### src/rtl/led_uart_tx_pkg.sv
// Shared types and defaults for the LED-to-UART logger: FSM state encoding, byte type, default timing.
// Latency: n/a (definitions only).
// Backpressure: n/a (definitions only).
package led_uart_tx_pkg;

    typedef logic [7:0] byte_t;

    typedef enum logic [1:0] {
        ST_IDLE  = 2'd0,
        ST_START = 2'd1,
        ST_DATA  = 2'd2,
        ST_STOP  = 2'd3
    } tx_state_e;

    // 25 MHz core clock at 115200 baud
    localparam int unsigned CLKS_PER_BIT_DEF = 217;
    localparam int unsigned FIFO_DEPTH_DEF   = 4;
    // Wide enough for the largest legal CLKS_PER_BIT (65535)
    localparam int unsigned BAUD_W           = 16;

endpackage

### src/rtl/led_uart_tx_if.sv
// LED byte stream in, UART line and status out, bundled for the logger port.
// Latency: n/a (wiring only).
// Backpressure: led_rdy is advisory; the producer never stalls, unaccepted bytes are dropped.
//   led_dat/led_vld : byte and 1-cycle strobe from the ALU LED register
//   led_rdy         : queue not full
//   clr_ovf         : synchronous clear of the sticky overflow flag
//   tx / busy / ovf : UART pin, activity indicator, sticky drop flag
interface led_uart_tx_if;
    import led_uart_tx_pkg::*;

    byte_t led_dat;
    logic  led_vld;
    logic  led_rdy;
    logic  clr_ovf;
    logic  tx;
    logic  busy;
    logic  ovf;

    modport master (
        output led_dat, led_vld, clr_ovf,
        input  led_rdy, tx, busy, ovf
    );

    modport slave (
        input  led_dat, led_vld, clr_ovf,
        output led_rdy, tx, busy, ovf
    );

endinterface

### src/rtl/led_uart_tx_sync_fifo.sv
// Generic synchronous FIFO with registered full/empty flags and wrap-bit pointers.
// Latency: a pushed word is visible at rdata_o and clears empty_o one cycle after the push edge.
// Backpressure: pushes while full and pops while empty are ignored; no bypass when full.
//   push_i/wdata_i : write request and data
//   pop_i/rdata_o  : read request and head-of-queue data (combinational from storage)
//   full_o/empty_o : registered status; empty_nxt_o is the value empty_o takes at the next edge
module led_uart_tx_sync_fifo #(
    parameter int unsigned WIDTH = 8,
    parameter int unsigned DEPTH = 4
) (
    input  logic             clk,
    input  logic             rst_n,
    input  logic             push_i,
    input  logic [WIDTH-1:0] wdata_i,
    input  logic             pop_i,
    output logic [WIDTH-1:0] rdata_o,
    output logic             full_o,
    output logic             empty_o,
    output logic             empty_nxt_o
);

    localparam int unsigned AW = $clog2(DEPTH);

    logic [WIDTH-1:0] mem_q [DEPTH];
    logic [AW:0]      wptr_q, wptr_d;
    logic [AW:0]      rptr_q, rptr_d;
    logic             full_q, full_d;
    logic             empty_q, empty_d;
    logic             do_push, do_pop;

    assign do_push = push_i & ~full_q;
    assign do_pop  = pop_i & ~empty_q;

    always_comb begin
        wptr_d  = do_push ? wptr_q + {{AW{1'b0}}, 1'b1} : wptr_q;
        rptr_d  = do_pop  ? rptr_q + {{AW{1'b0}}, 1'b1} : rptr_q;
        // Same slot, different lap -> full; identical pointers -> empty
        full_d  = (wptr_d[AW-1:0] == rptr_d[AW-1:0]) && (wptr_d[AW] != rptr_d[AW]);
        empty_d = (wptr_d == rptr_d);
    end

    always_ff @(posedge clk or negedge rst_n) begin
        if (!rst_n) begin
            wptr_q  <= '0;
            rptr_q  <= '0;
            full_q  <= 1'b0;
            empty_q <= 1'b1;
        end else begin
            wptr_q  <= wptr_d;
            rptr_q  <= rptr_d;
            full_q  <= full_d;
            empty_q <= empty_d;
        end
    end

    // Storage carries no reset; the flags guard every read
    always_ff @(posedge clk) begin
        if (do_push) begin
            mem_q[wptr_q[AW-1:0]] <= wdata_i;
        end
    end

    assign rdata_o     = mem_q[rptr_q[AW-1:0]];
    assign full_o      = full_q;
    assign empty_o     = empty_q;
    assign empty_nxt_o = empty_d;

endmodule

### src/rtl/led_uart_tx.sv
// Queues ALU LED writes and serialises each as one 8N1 UART frame on a registered TX pin.
// Latency: byte pushed into an empty queue at edge N -> start bit on tx at edge N+1; frame = 10*CLKS_PER_BIT.
// Backpressure: never stalls the producer; bytes offered while full are dropped and set sticky ovf.
//   clk, rst_n : core clock, asynchronous active-low reset
//   bus        : slave side of led_uart_tx_if (byte input, tx pin, busy/ready/overflow status)
module led_uart_tx
    import led_uart_tx_pkg::*;
#(
    parameter int unsigned CLKS_PER_BIT = CLKS_PER_BIT_DEF,
    parameter int unsigned FIFO_DEPTH   = FIFO_DEPTH_DEF
) (
    input  logic          clk,
    input  logic          rst_n,
    led_uart_tx_if.slave  bus
);

    tx_state_e   state_q;
    logic [BAUD_W-1:0] baud_q;
    logic [2:0]  bit_q;
    byte_t       shift_q;
    logic        tx_q;
    logic        busy_q, busy_d;
    logic        ovf_q, ovf_d;

    byte_t       fifo_head;
    logic        fifo_full;
    logic        fifo_empty;
    logic        fifo_empty_nxt;
    logic        pop;
    logic        baud_last;
    logic        active_d;
    logic        drop;

    led_uart_tx_sync_fifo #(
        .WIDTH (8),
        .DEPTH (FIFO_DEPTH)
    ) u_fifo (
        .clk         (clk),
        .rst_n       (rst_n),
        .push_i      (bus.led_vld),
        .wdata_i     (bus.led_dat),
        .pop_i       (pop),
        .rdata_o     (fifo_head),
        .full_o      (fifo_full),
        .empty_o     (fifo_empty),
        .empty_nxt_o (fifo_empty_nxt)
    );

    assign baud_last = (baud_q == BAUD_W'(CLKS_PER_BIT - 1));

    // Head leaves the queue when a frame starts: from idle, or straight out of a finished stop bit
    assign pop = ~fifo_empty & ((state_q == ST_IDLE) | ((state_q == ST_STOP) & baud_last));

    always_ff @(posedge clk or negedge rst_n) begin
        if (!rst_n) begin
            state_q <= ST_IDLE;
            baud_q  <= '0;
            bit_q   <= '0;
            shift_q <= '0;
            tx_q    <= 1'b1;
        end else begin
            case (state_q)
                ST_IDLE: begin
                    if (!fifo_empty) begin
                        shift_q <= fifo_head;
                        state_q <= ST_START;
                        baud_q  <= '0;
                        tx_q    <= 1'b0;
                    end
                end
                ST_START: begin
                    if (baud_last) begin
                        state_q <= ST_DATA;
                        baud_q  <= '0;
                        bit_q   <= '0;
                        tx_q    <= shift_q[0];
                    end else begin
                        baud_q  <= baud_q + 1'b1;
                    end
                end
                ST_DATA: begin
                    if (baud_last) begin
                        baud_q <= '0;
                        if (bit_q == 3'd7) begin
                            state_q <= ST_STOP;
                            tx_q    <= 1'b1;
                        end else begin
                            bit_q   <= bit_q + 3'd1;
                            shift_q <= shift_q >> 1;
                            tx_q    <= shift_q[1];
                        end
                    end else begin
                        baud_q <= baud_q + 1'b1;
                    end
                end
                ST_STOP: begin
                    if (baud_last) begin
                        baud_q <= '0;
                        if (!fifo_empty) begin
                            // Back-to-back frame: no idle gap after the stop bit
                            shift_q <= fifo_head;
                            state_q <= ST_START;
                            tx_q    <= 1'b0;
                        end else begin
                            state_q <= ST_IDLE;
                        end
                    end else begin
                        baud_q <= baud_q + 1'b1;
                    end
                end
                default: begin
                    state_q <= ST_IDLE;
                    baud_q  <= '0;
                    tx_q    <= 1'b1;
                end
            endcase
        end
    end

    // busy is built from next-state values and registered, so the pin never glitches
    always_comb begin
        active_d = 1'b1;
        if (state_q == ST_IDLE) begin
            active_d = ~fifo_empty;
        end else if (state_q == ST_STOP) begin
            active_d = ~(baud_last & fifo_empty);
        end
        busy_d = active_d | ~fifo_empty_nxt;
    end

    // A drop wins over a simultaneous clear
    assign drop = bus.led_vld & fifo_full;

    always_comb begin
        ovf_d = ovf_q;
        if (drop) begin
            ovf_d = 1'b1;
        end else if (bus.clr_ovf) begin
            ovf_d = 1'b0;
        end
    end

    always_ff @(posedge clk or negedge rst_n) begin
        if (!rst_n) begin
            busy_q <= 1'b0;
            ovf_q  <= 1'b0;
        end else begin
            busy_q <= busy_d;
            ovf_q  <= ovf_d;
        end
    end

    assign bus.tx      = tx_q;
    assign bus.busy    = busy_q;
    assign bus.ovf     = ovf_q;
    assign bus.led_rdy = ~fifo_full;

endmodule

### src/flat_wrapper.sv
// flat-port wrapper written by rule: the top's interface ports become plain ports
module led_uart_tx_flat import led_uart_tx_pkg::*;
#(
    parameter int unsigned CLKS_PER_BIT = CLKS_PER_BIT_DEF,
    parameter int unsigned FIFO_DEPTH   = FIFO_DEPTH_DEF
)
  (clk, rst_n, bus_led_dat, bus_led_vld, bus_clr_ovf, bus_led_rdy, bus_tx, bus_busy, bus_ovf);
  led_uart_tx_if bus_i ();
  input  logic clk;
  input  logic rst_n;
  input wire logic [$bits(bus_i.led_dat)-1:0] bus_led_dat;
  input wire logic [$bits(bus_i.led_vld)-1:0] bus_led_vld;
  input wire logic [$bits(bus_i.clr_ovf)-1:0] bus_clr_ovf;
  output wire logic [$bits(bus_i.led_rdy)-1:0] bus_led_rdy;
  output wire logic [$bits(bus_i.tx)-1:0] bus_tx;
  output wire logic [$bits(bus_i.busy)-1:0] bus_busy;
  output wire logic [$bits(bus_i.ovf)-1:0] bus_ovf;
  assign bus_i.led_dat = bus_led_dat;
  assign bus_i.led_vld = bus_led_vld;
  assign bus_i.clr_ovf = bus_clr_ovf;
  assign bus_led_rdy = bus_i.led_rdy;
  assign bus_tx = bus_i.tx;
  assign bus_busy = bus_i.busy;
  assign bus_ovf = bus_i.ovf;
  led_uart_tx #(.CLKS_PER_BIT(CLKS_PER_BIT), .FIFO_DEPTH(FIFO_DEPTH)) u_core (.clk(clk), .rst_n(rst_n), .bus(bus_i));
endmodule
### config.mk
export PLATFORM = sky130hd
export DESIGN_NAME = led_uart_tx_flat
export DESIGN_NICKNAME = d
export VERILOG_FILES = /design/src/rtl/led_uart_tx_pkg.sv /design/src/rtl/led_uart_tx_if.sv /design/src/rtl/led_uart_tx_sync_fifo.sv /design/src/rtl/led_uart_tx.sv /design/src/flat_wrapper.sv
export SDC_FILE = /design/constraint.sdc
export NUM_CORES = 1
export LEC_CHECK = 0
export BUFFER_PORTS_ARGS = -buffer_cell sky130_fd_sc_hd__buf_2
export CORE_AREA = 2 2 112 135
export CTS_BUF_LIST = sky130_fd_sc_hd__clkbuf_4
export CTS_CLUSTER_SIZE = 8
export DETAILED_ROUTE_END_ITERATION = 8
export DIE_AREA = 0 0 114 137
export HOLD_SLACK_MARGIN = 0.06
export MAX_ROUTING_LAYER = met4
export SYNTH_ARGS = -nofsm -noshare
export SYNTH_HDL_FRONTEND = slang
export SYNTH_SLANG_ARGS = --single-unit
### constraint.sdc
create_clock -name clk -period 3.01 [get_ports clk]
set_input_delay 0.1505 -clock clk [delete_from_list [all_inputs] [get_ports clk]]
set_output_delay 0.1505 -clock clk [all_outputs]
set_load 0.01 [all_outputs]
==> results of run 1 <==
-- power breakdown --
part / switching [mW] / leakage, nW / total, mW / internal (mW)
combinational: 0.672 / 0.710 / 1.41 / 0.734
clock: 0.369 / 0.0789 / 0.631 / 0.262
sequential: 0.214 / 0.798 / 1.49 / 1.28
-- kinds of logic (layout without fill, tap and decap cells) --
kind of cell	Yosys count	in the layout	share of synthesized area [%]
xor gates and xnor gates	12	12	3.39
and+or+nand+nor	70	70	10.4
muxes	25	25	10.6
buffers and inverters	20	58	2.25
DFF	72	72	56.0
AOI/OAI and AO/OA	64	64	12.1
adders and majority gates	15	15	5.35
-- routing by layer --
metal	vias up	routed length [um]	GRT usage, %
li1	1111	-	-
met1	1139	2880	10.6
met2	35	3250	15.6
met3	13	245	3.19
met4	0	111	3.66
met5	-	0	-
-- cells in the final DEF (no fill, tap or decap), types with 5 or more instances in the layout --
master / instances
sky130_fd_sc_hd__clkbuf_4: 9
sky130_fd_sc_hd__buf_4: 6
sky130_fd_sc_hd__dlygate4sd3_1: 11
sky130_fd_sc_hd__inv_1: 10
sky130_fd_sc_hd__nand3_1: 7
sky130_fd_sc_hd__ha_1: 15
sky130_fd_sc_hd__o31ai_1: 6
sky130_fd_sc_hd__dfrtp_1: 38
sky130_fd_sc_hd__xor2_1: 7
sky130_fd_sc_hd__a31oi_1: 5
sky130_fd_sc_hd__and2_1: 5
sky130_fd_sc_hd__nand2_1: 27
sky130_fd_sc_hd__nor2_1: 9
sky130_fd_sc_hd__mux4_2: 8
sky130_fd_sc_hd__edfxtp_1: 32
sky130_fd_sc_hd__o21ai_0: 29
sky130_fd_sc_hd__buf_2: 15
sky130_fd_sc_hd__mux2_2: 17
sky130_fd_sc_hd__a21oi_1: 7
-- cell usage after synthesis (all sizes together) --
cell type / instances
nor2b: 3
o21bai: 1
nand2b: 1
a211o: 2
o21ai: 29
and3: 1
nand2: 27
o22ai: 2
a41oi: 1
a32o: 1
nor2: 9
nand4b: 1
buf: 1
dfstp: 2
a21oi: 7
edfxtp: 32
mux4: 8
xnor2: 4
a22o: 4
and3b: 1
and4: 1
inv: 10
or4: 3
nor3: 2
o41ai: 2
ha: 15
or3: 1
dfrtp: 38
nor4: 3
xnor3: 1
a31oi: 6
o31ai: 6
o211a: 1
mux2: 17
clkbuf: 9
a21o: 1
nand4: 4
xor2: 7
nand3: 7
or3b: 1
and2: 5
a2111oi: 1
-- worst max-delay path by stage --
stage	slack (ns)	from	endpoint
6_report	0.39	u_core.baud_q[8]$_DFFE_PN0N_	u_core.shift_q[7]$_DFFE_PN0P_
3_3_place_gp	0.44	u_core.baud_q[11]$_DFFE_PN0N_	u_core.shift_q[7]$_DFFE_PN0P_
3_5_place_dp	0.41	u_core.baud_q[11]$_DFFE_PN0N_	u_core.shift_q[7]$_DFFE_PN0P_
2_1_floorplan	0.56	u_core.baud_q[11]$_DFFE_PN0N_	u_core.shift_q[0]$_DFFE_PN0P_
4_1_cts	0.39	u_core.baud_q[11]$_DFFE_PN0N_	u_core.shift_q[7]$_DFFE_PN0P_
5_1_grt	0.26	u_core.baud_q[0]$_DFFE_PN0N_	u_core.shift_q[5]$_DFFE_PN0P_
-- sequential cells by signal, summed over array words and instances (netlist names), 2 cells and up --
name,flops
u_core.shift_q,8
u_core.baud_q,16
u_core.state_q,2
u_core.u_fifo.mem_q,32
u_core.u_fifo.wptr_q,3
u_core.u_fifo.rptr_q,3
u_core.bit_q,3
-- worst reg2reg max path: cells and delay by family (launching register included) --
kind | cells | cell delay [ns]
multiplexers | 1 | 0.37
AO/OA/AOI/OAI | 2 | 0.53
AND/OR/NAND/NOR | 2 | 1.16
flip-flops | 1 | 0.47
-- layout make-up --
cell class                      instances  area, um2  share of cell area [%]
Multi-Input combinational cell        186       1470                    36.2
Inverter                               10       37.5                   0.923
Clock buffer                            9       67.6                    1.66
Timing Repair Buffer                   32        230                    5.66
Clock inverter                          7       77.6                    1.91
Tap cell                              175        219                    5.38
Sequential cell                        72       1960                    48.3
-- timing repair --
action / CTS / global route
hold buffers: 11 / 0
setup endpoints to repair: 0 / 0
hold endpoints to repair: 71 / 0
-- per-stage QoR --
stage	hold slack, ns	cells	setup slack (ns)	power (mW)
2_1_floorplan	-0.145	278	0.558	2.60
3_3_place_gp	0.338	464	0.439	2.89
3_5_place_dp	0.350	464	0.412	2.94
4_1_cts	0.183	491	0.388	3.58
5_1_grt	0.231	491	0.258	3.83
6_report	0.216	491	0.390	3.53
==> results.md, run 1 <==
| Quantity | Reported | Unit |
|---|---|---|
| Sequence of cells on the critical path | or4_1 > or4_4 > a2111oi_4 > a31oi_2 > mux2_2 | - |
| Die area | 15,600 | um2 |
| Vias after detailed routing | 2,298 | - |
| Distinct cells, synth | 45 | - |
| Clock tree from TritonCTS | yes | - |
| Number of max-slew violations in the final report | 0 | - |
| Port-buffer cells | 15 | - |
| Post-Route Setup TNS | 0 | ns |
| Crit path largest cell delay | 0.60 | ns |
| Final hold vios | 0 | - |
| GP Congestion | 0.748 | - |
| Insertion delay to the later sink of the worst-skew pair | 0.43 | ns |
| Startpoint types | flip-flop | - |
| Crit path max-delay cell type | sky130_fd_sc_hd__or4_1 | - |
| Drt wl/cell | 13.2 | um |
| Synthesis-to-layout area growth | 16.0 | % |
| Syn Inst Count | 278 | - |
| Hold path startpoint | bus_led_vld | - |
| Worst slew margin | 39.1 | % |
| Syn Std Cell Area | 3510 | um2 |
| Hold path depth | 3 | - |
| Reg clk slew, reported paths | 0.13 | ns |
| Violation count after the first detailed-route iteration | 71 | - |
| Residual DRC | 0 | - |
| Number of failing setup endpoints in the final timing report | 0 | - |
| Final core occ | 28.5 | % |
| Fmax achieved | 0.382 | GHz |
| Sequential element share of the synthesized area | 56.0 | % |
| Site Rows | 48 | - |
| Cell area after placement | 3810 | um2 |
| Setup repair bufs after CTS | 0 | - |
| Total number of H-tree levels | 3 | - |
| Minimum clock period | 2.62 | ns |
| Max-capacitance violation count | 0 | - |
| Number of antenna violations at the first check in global routing | 0 | - |
| P_leak | 1.59 | nW |
| Number of clock buffers inserted by TritonCTS | 9 | - |
| Area fraction of the dominant cell type after synthesis | 27.4 | % |
| Required time of the worst setup path | 3.34 | ns |
| Kind of end point of the critical path | flip-flop | - |
| Worst-case vdd ir drop | 0.415 | mV |
| Share of post-route cells with drive strength above 1 | 22.2 | % |
| Area of the core region | 14,300 | um2 |
| ANT cells | 0 | - |
| Worst path depth | 5 | - |
| Cell type contributing the most total cell area after synthesis | sky130_fd_sc_hd__edfxtp_1 | - |
| Unrepaired setup endpoints after global routing | false | - |
| Syn Area/Cell | 12.6 | um2 |
| Total of flip-flops plus latches after synthesis | 72 | - |
| Dpl hpwl | 4500 | um |
| Global-route wire length before repair | 11,200 | um |
| Worst min-delay path endpoint | u_core.u_fifo.wptr_q[0]$_DFF_PN0_ | - |
| Yosys warns | 0 | - |
| Synthesized Nets | 305 | - |
| Post-detailed-route count of antenna-violating nets | 0 | - |
| Number of buffers on the longest clock path | 2 | - |
| Global-route congestion overflow total | 0 | - |
| Number of iterations in the first detailed-routing pass | 4 | - |
| Pin count of the biggest net entering global routing | 41 | - |
| Net total in the final layout | 338 | - |
| Final wirelength | 6490 | um |
| Clock Skew | 0.0164 | ns |
| Vias per Instance | 4.68 | - |
| Cell family with most CP delay | simple AND/OR/NAND/NOR gates | - |
| Max Fanout on Critical Path | 8 | - |
| Initial core utilization | 24.5 | % |
| Depth of the worst register-to-register path | 5 | - |
| Worst path buffer plus inverter count | 0 | - |
| Fraction of the cycle the final worst path needs | 87.1 | % |
| Final cell area excluding filler cells | 4070 | um2 |
| Endpoint of the worst register-to-register path | u_core.shift_q[7]$_DFFE_PN0P_ | - |
| Die width | 114 | um |
| Power Dens Cells | 868 | nW/um2 |
| Clk Tree Root Cell | sky130_fd_sc_hd__clkbuf_4 | - |
| Cells resized by post-CTS repair | 0 | - |
| Slack of the worst reg-to-reg path | 0.39 | ns |
| Die Span Y | 137 | um |
| Vias in the first global route | 2,310 | - |
| Crit Reg-Reg Startpoint | u_core.baud_q[8]$_DFFE_PN0N_ | - |
| Critical setup path kind | reg -> reg | - |
| Arrival time reported for the critical path endpoint | 2.95 | ns |
| Outcome | completed | - |
| Clock sinks | 72 | - |
| Area contributors post-synth | sky130_fd_sc_hd__edfxtp_1 (27%), sky130_fd_sc_hd__dfrtp_1 (27%), sky130_fd_sc_hd__mux2_2 (5.5%) | - |
| HP Class | in -> reg | - |
| GR Util All Layers | 9.47 | % |
| Worst-margin pin slew | 0.914 | ns |
| Number of top-level design ports | 16 | - |
| # fillers | 1,458 | - |
Power figures use the tool's default switching activity.
==> run 2, diff against run 1 <==
--- a/config.mk
+++ b/config.mk
@@ -13,6 +13,7 @@
 export DIE_AREA = 0 0 114 137
 export HOLD_SLACK_MARGIN = 0.06
 export MAX_ROUTING_LAYER = met4
+export RECOVER_POWER = 100
 export SYNTH_ARGS = -nofsm -noshare
 export SYNTH_HDL_FRONTEND = slang
 export SYNTH_SLANG_ARGS = --single-unit
==> results.md, run 2 (same netlist as run 1, synthesis figures left out) <==
| Quantity | Reported | Unit | vs previous |
|---|---|---|---|
| Outcome | complete, but fails checks | - |  |
| Failing checks | capacitance limit, slew limit | - |  |
| Number of iterations in the first detailed-routing pass | 4 | - | unchanged |
| CP Launch Point | u_core.baud_q[11]$_DFFE_PN0N_ | - |  |
| Number of buffers on the longest clock path | 2 | - | unchanged |
| Site Rows | 48 | - | unchanged |
| Number of max-slew violations in the final report | 41 | - | +41 |
| Total power of the final layout | 3.50 | mW | -0.98% |
| Crit Reg-Reg Startpoint | u_core.baud_q[11]$_DFFE_PN0N_ | - |  |
| Worst-margin pin slew | 2.23 | ns | +1.32 ns |
| Initial core utilization | 24.5 | % | unchanged |
| Number of antenna violations at the first check in global routing | 0 | - | unchanged |
| Worst setup slack before clock tree synthesis | 0.412 | ns | unchanged |
| Unrepaired setup endpoints after global routing | false | - |  |
| Fraction of the cycle the final worst path needs | 90.5 | % | +3.4 points |
| Max Fanout on Critical Path | 8 | - | unchanged |
| Global-route congestion overflow total | 0 | - | unchanged |
| Required time of the worst setup path | 3.34 | ns | about the same |
| Share of post-route cells with drive strength above 1 | 14.9 | % | -7.3 points |
| Clk Tree Root Cell | sky130_fd_sc_hd__clkbuf_4 | - |  |
| Vias in the first global route | 2,310 | - | unchanged |
| Slack of the worst reg-to-reg path | 0.29 | ns | -0.10 ns |
| Hold path startpoint | bus_led_vld | - |  |
| Worst slew margin | -48.8 | % | -88 points |
| Area of the multi-input gates | 1450 | um2 | -1.4% |
| Hold buffer count at cts | 11 | - | unchanged |
| HP Class | in -> reg | - |  |
| Residual DRC | 0 | - | unchanged |
| Final wirelength | 6490 | um | unchanged |
| Arrival time reported for the critical path endpoint | 3.05 | ns | +0.10 ns |
| Number of clock buffers inserted by TritonCTS | 9 | - | unchanged |
| Net total in the final layout | 338 | - | unchanged |
| Final hold vios | 0 | - | unchanged |
| Total number of H-tree levels | 3 | - | unchanged |
| Vias after detailed routing | 2,286 | - | -0.52% |
| P_leak | 1.53 | nW | -3.7% |
| Reg clk slew, reported paths | 0.13 | ns | about the same |
| Max-capacitance violation count | 1 | - | +1 |
| Startpoint types | flip-flop | - |  |
| Worst-case vdd ir drop | 0.413 | mV | -0.44% |
| Die width | 114 | um | unchanged |
| Clock tree from TritonCTS | yes | - |  |
| Number of failing setup endpoints in the final timing report | 0 | - | unchanged |
| # fillers | 1,473 | - | +1.0% |
| Post-detailed-route count of antenna-violating nets | 0 | - | unchanged |
| Port-buffer cells | 15 | - | unchanged |
| Area of the core region | 14,300 | um2 | unchanged |
| Drt wl/cell | 13.2 | um | unchanged |
| Register cell area after layout | 1960 | um2 | unchanged |
| Post-Route Setup TNS | 0 | ns | unchanged |
| Cells resized by post-CTS repair | 0 | - | unchanged |
| Critical setup path kind | reg -> reg | - |  |
| ANT cells | 0 | - | unchanged |
| Most frequent cells in the layout | sky130_fd_sc_hd__dfrtp_1 (38), sky130_fd_sc_hd__edfxtp_1 (32), sky130_fd_sc_hd__o21ai_0 (29), sky130_fd_sc_hd__nand2_1 (27), sky130_fd_sc_hd__clkbuf_1 (17) | - |  |
| Most frequent standard cell in the layout excluding fill and tap cells | sky130_fd_sc_hd__dfrtp_1 | - |  |
| Kind of end point of the critical path | flip-flop | - |  |
| Power Dens Cells | 871 | nW/um2 | +0.38% |
| Clock sinks | 72 | - | unchanged |
| Setup repair bufs after CTS | 0 | - | unchanged |
| Die area | 15,600 | um2 | unchanged |
| GP Congestion | 0.748 | - | unchanged |
| Die Span Y | 137 | um | unchanged |
| Synthesis-to-layout area growth | 14.4 | % |  |
| Number of top-level design ports | 16 | - | unchanged |
| Smallest setup slack after layout | 0.286 | ns | -0.103 ns |
| Pin count of the biggest net entering global routing | 41 | - | unchanged |
| Global-route wire length before repair | 11,200 | um | unchanged |
| Violation count after the first detailed-route iteration | 78 | - | +9.9% |
| Minimum clock period | 2.72 | ns | +0.103 ns |
| GR Util All Layers | 9.47 | % | unchanged |
| Fmax achieved | 0.367 | GHz | -3.8% |
| Clock Skew | 0.0156 | ns | -0.000801 ns |
| Insertion delay to the later sink of the worst-skew pair | 0.43 | ns | about the same |
| Vias per Instance | 4.66 | - | -0.52% |
| Dpl hpwl | 4500 | um | unchanged |
| Flip-flop count of the largest register, all copies and words added | 32 | - | unchanged |
-- run 2: cell types whose count changed in the layout (fill, tap and decap cells not counted), moves of 2 or more --
cell                       change
sky130_fd_sc_hd__and2_0        +3
sky130_fd_sc_hd__and2_1        -3
sky130_fd_sc_hd__buf_2        -12
sky130_fd_sc_hd__buf_4         -5
sky130_fd_sc_hd__clkbuf_1     +17
sky130_fd_sc_hd__or4_1         +2
sky130_fd_sc_hd__or4_4         -2
-- run 2: metal layers --
layer / wire length, um / vias up / global-route usage [%]
met5: 0 / - / -
met4: 87 / 0 / 3.66
met3: 222 / 10 / 3.19
met2: 3290 / 33 / 15.6
met1: 2890 / 1133 / 10.6
li1: - / 1110 / -
-- run 2: critical path: stages, from the launching register on --
cell and delay (ns):
sky130_fd_sc_hd__dfrtp_1 0.46, sky130_fd_sc_hd__or4_1 0.59, sky130_fd_sc_hd__or4_1 0.65, sky130_fd_sc_hd__a2111oi_4 0.40, sky130_fd_sc_hd__a31oi_2 0.16, sky130_fd_sc_hd__mux2_2 0.37
-- run 2: stage by stage --
stage	instances	hold slack [ns]	util, %	instance area [um2]
final	491	0.217	28.1	4010
after detailed placement	464	0.350	26.7	3810
after CTS	491	0.183	28.5	4070
after floorplan	278	-0.145	-	3510
after global placement	464	0.338	26.7	3810
after global routing	491	0.233	28.1	4010
-- run 2: worst paths after layout --
kind / end / cells after the start
setup / recovery: u_core.shift_q[7]$_DFFE_PN0P_ / 5
hold / removal: u_core.u_fifo.wptr_q[0]$_DFF_PN0_ / 3
setup reg to reg: u_core.shift_q[7]$_DFFE_PN0P_ / 5
hold reg to reg: u_core.u_fifo.wptr_q[2]$_DFF_PN0_ / 1
max in group asynchronous: u_core.state_q[0]$_DFFE_PN0P_ / 2
min in group asynchronous: u_core.baud_q[4]$_DFFE_PN0N_ / 2
-- run 2: where the power goes --
part	switching [mW]	internal, mW	leakage (nW)	total [mW]
sequential	0.215	1.28	0.798	1.50
combinational	0.667	0.704	0.650	1.37
clock	0.370	0.262	0.0789	0.631
-- run 2: area by class of cell --
class,instances,share of cell area (%)
Sequential cell,72,48.9
Multi-Input combinational cell,186,36.2
Tap cell,175,5.46
Timing Repair Buffer,32,4.89
Clock inverter,7,1.93
Clock buffer,9,1.68
Inverter,10,0.935
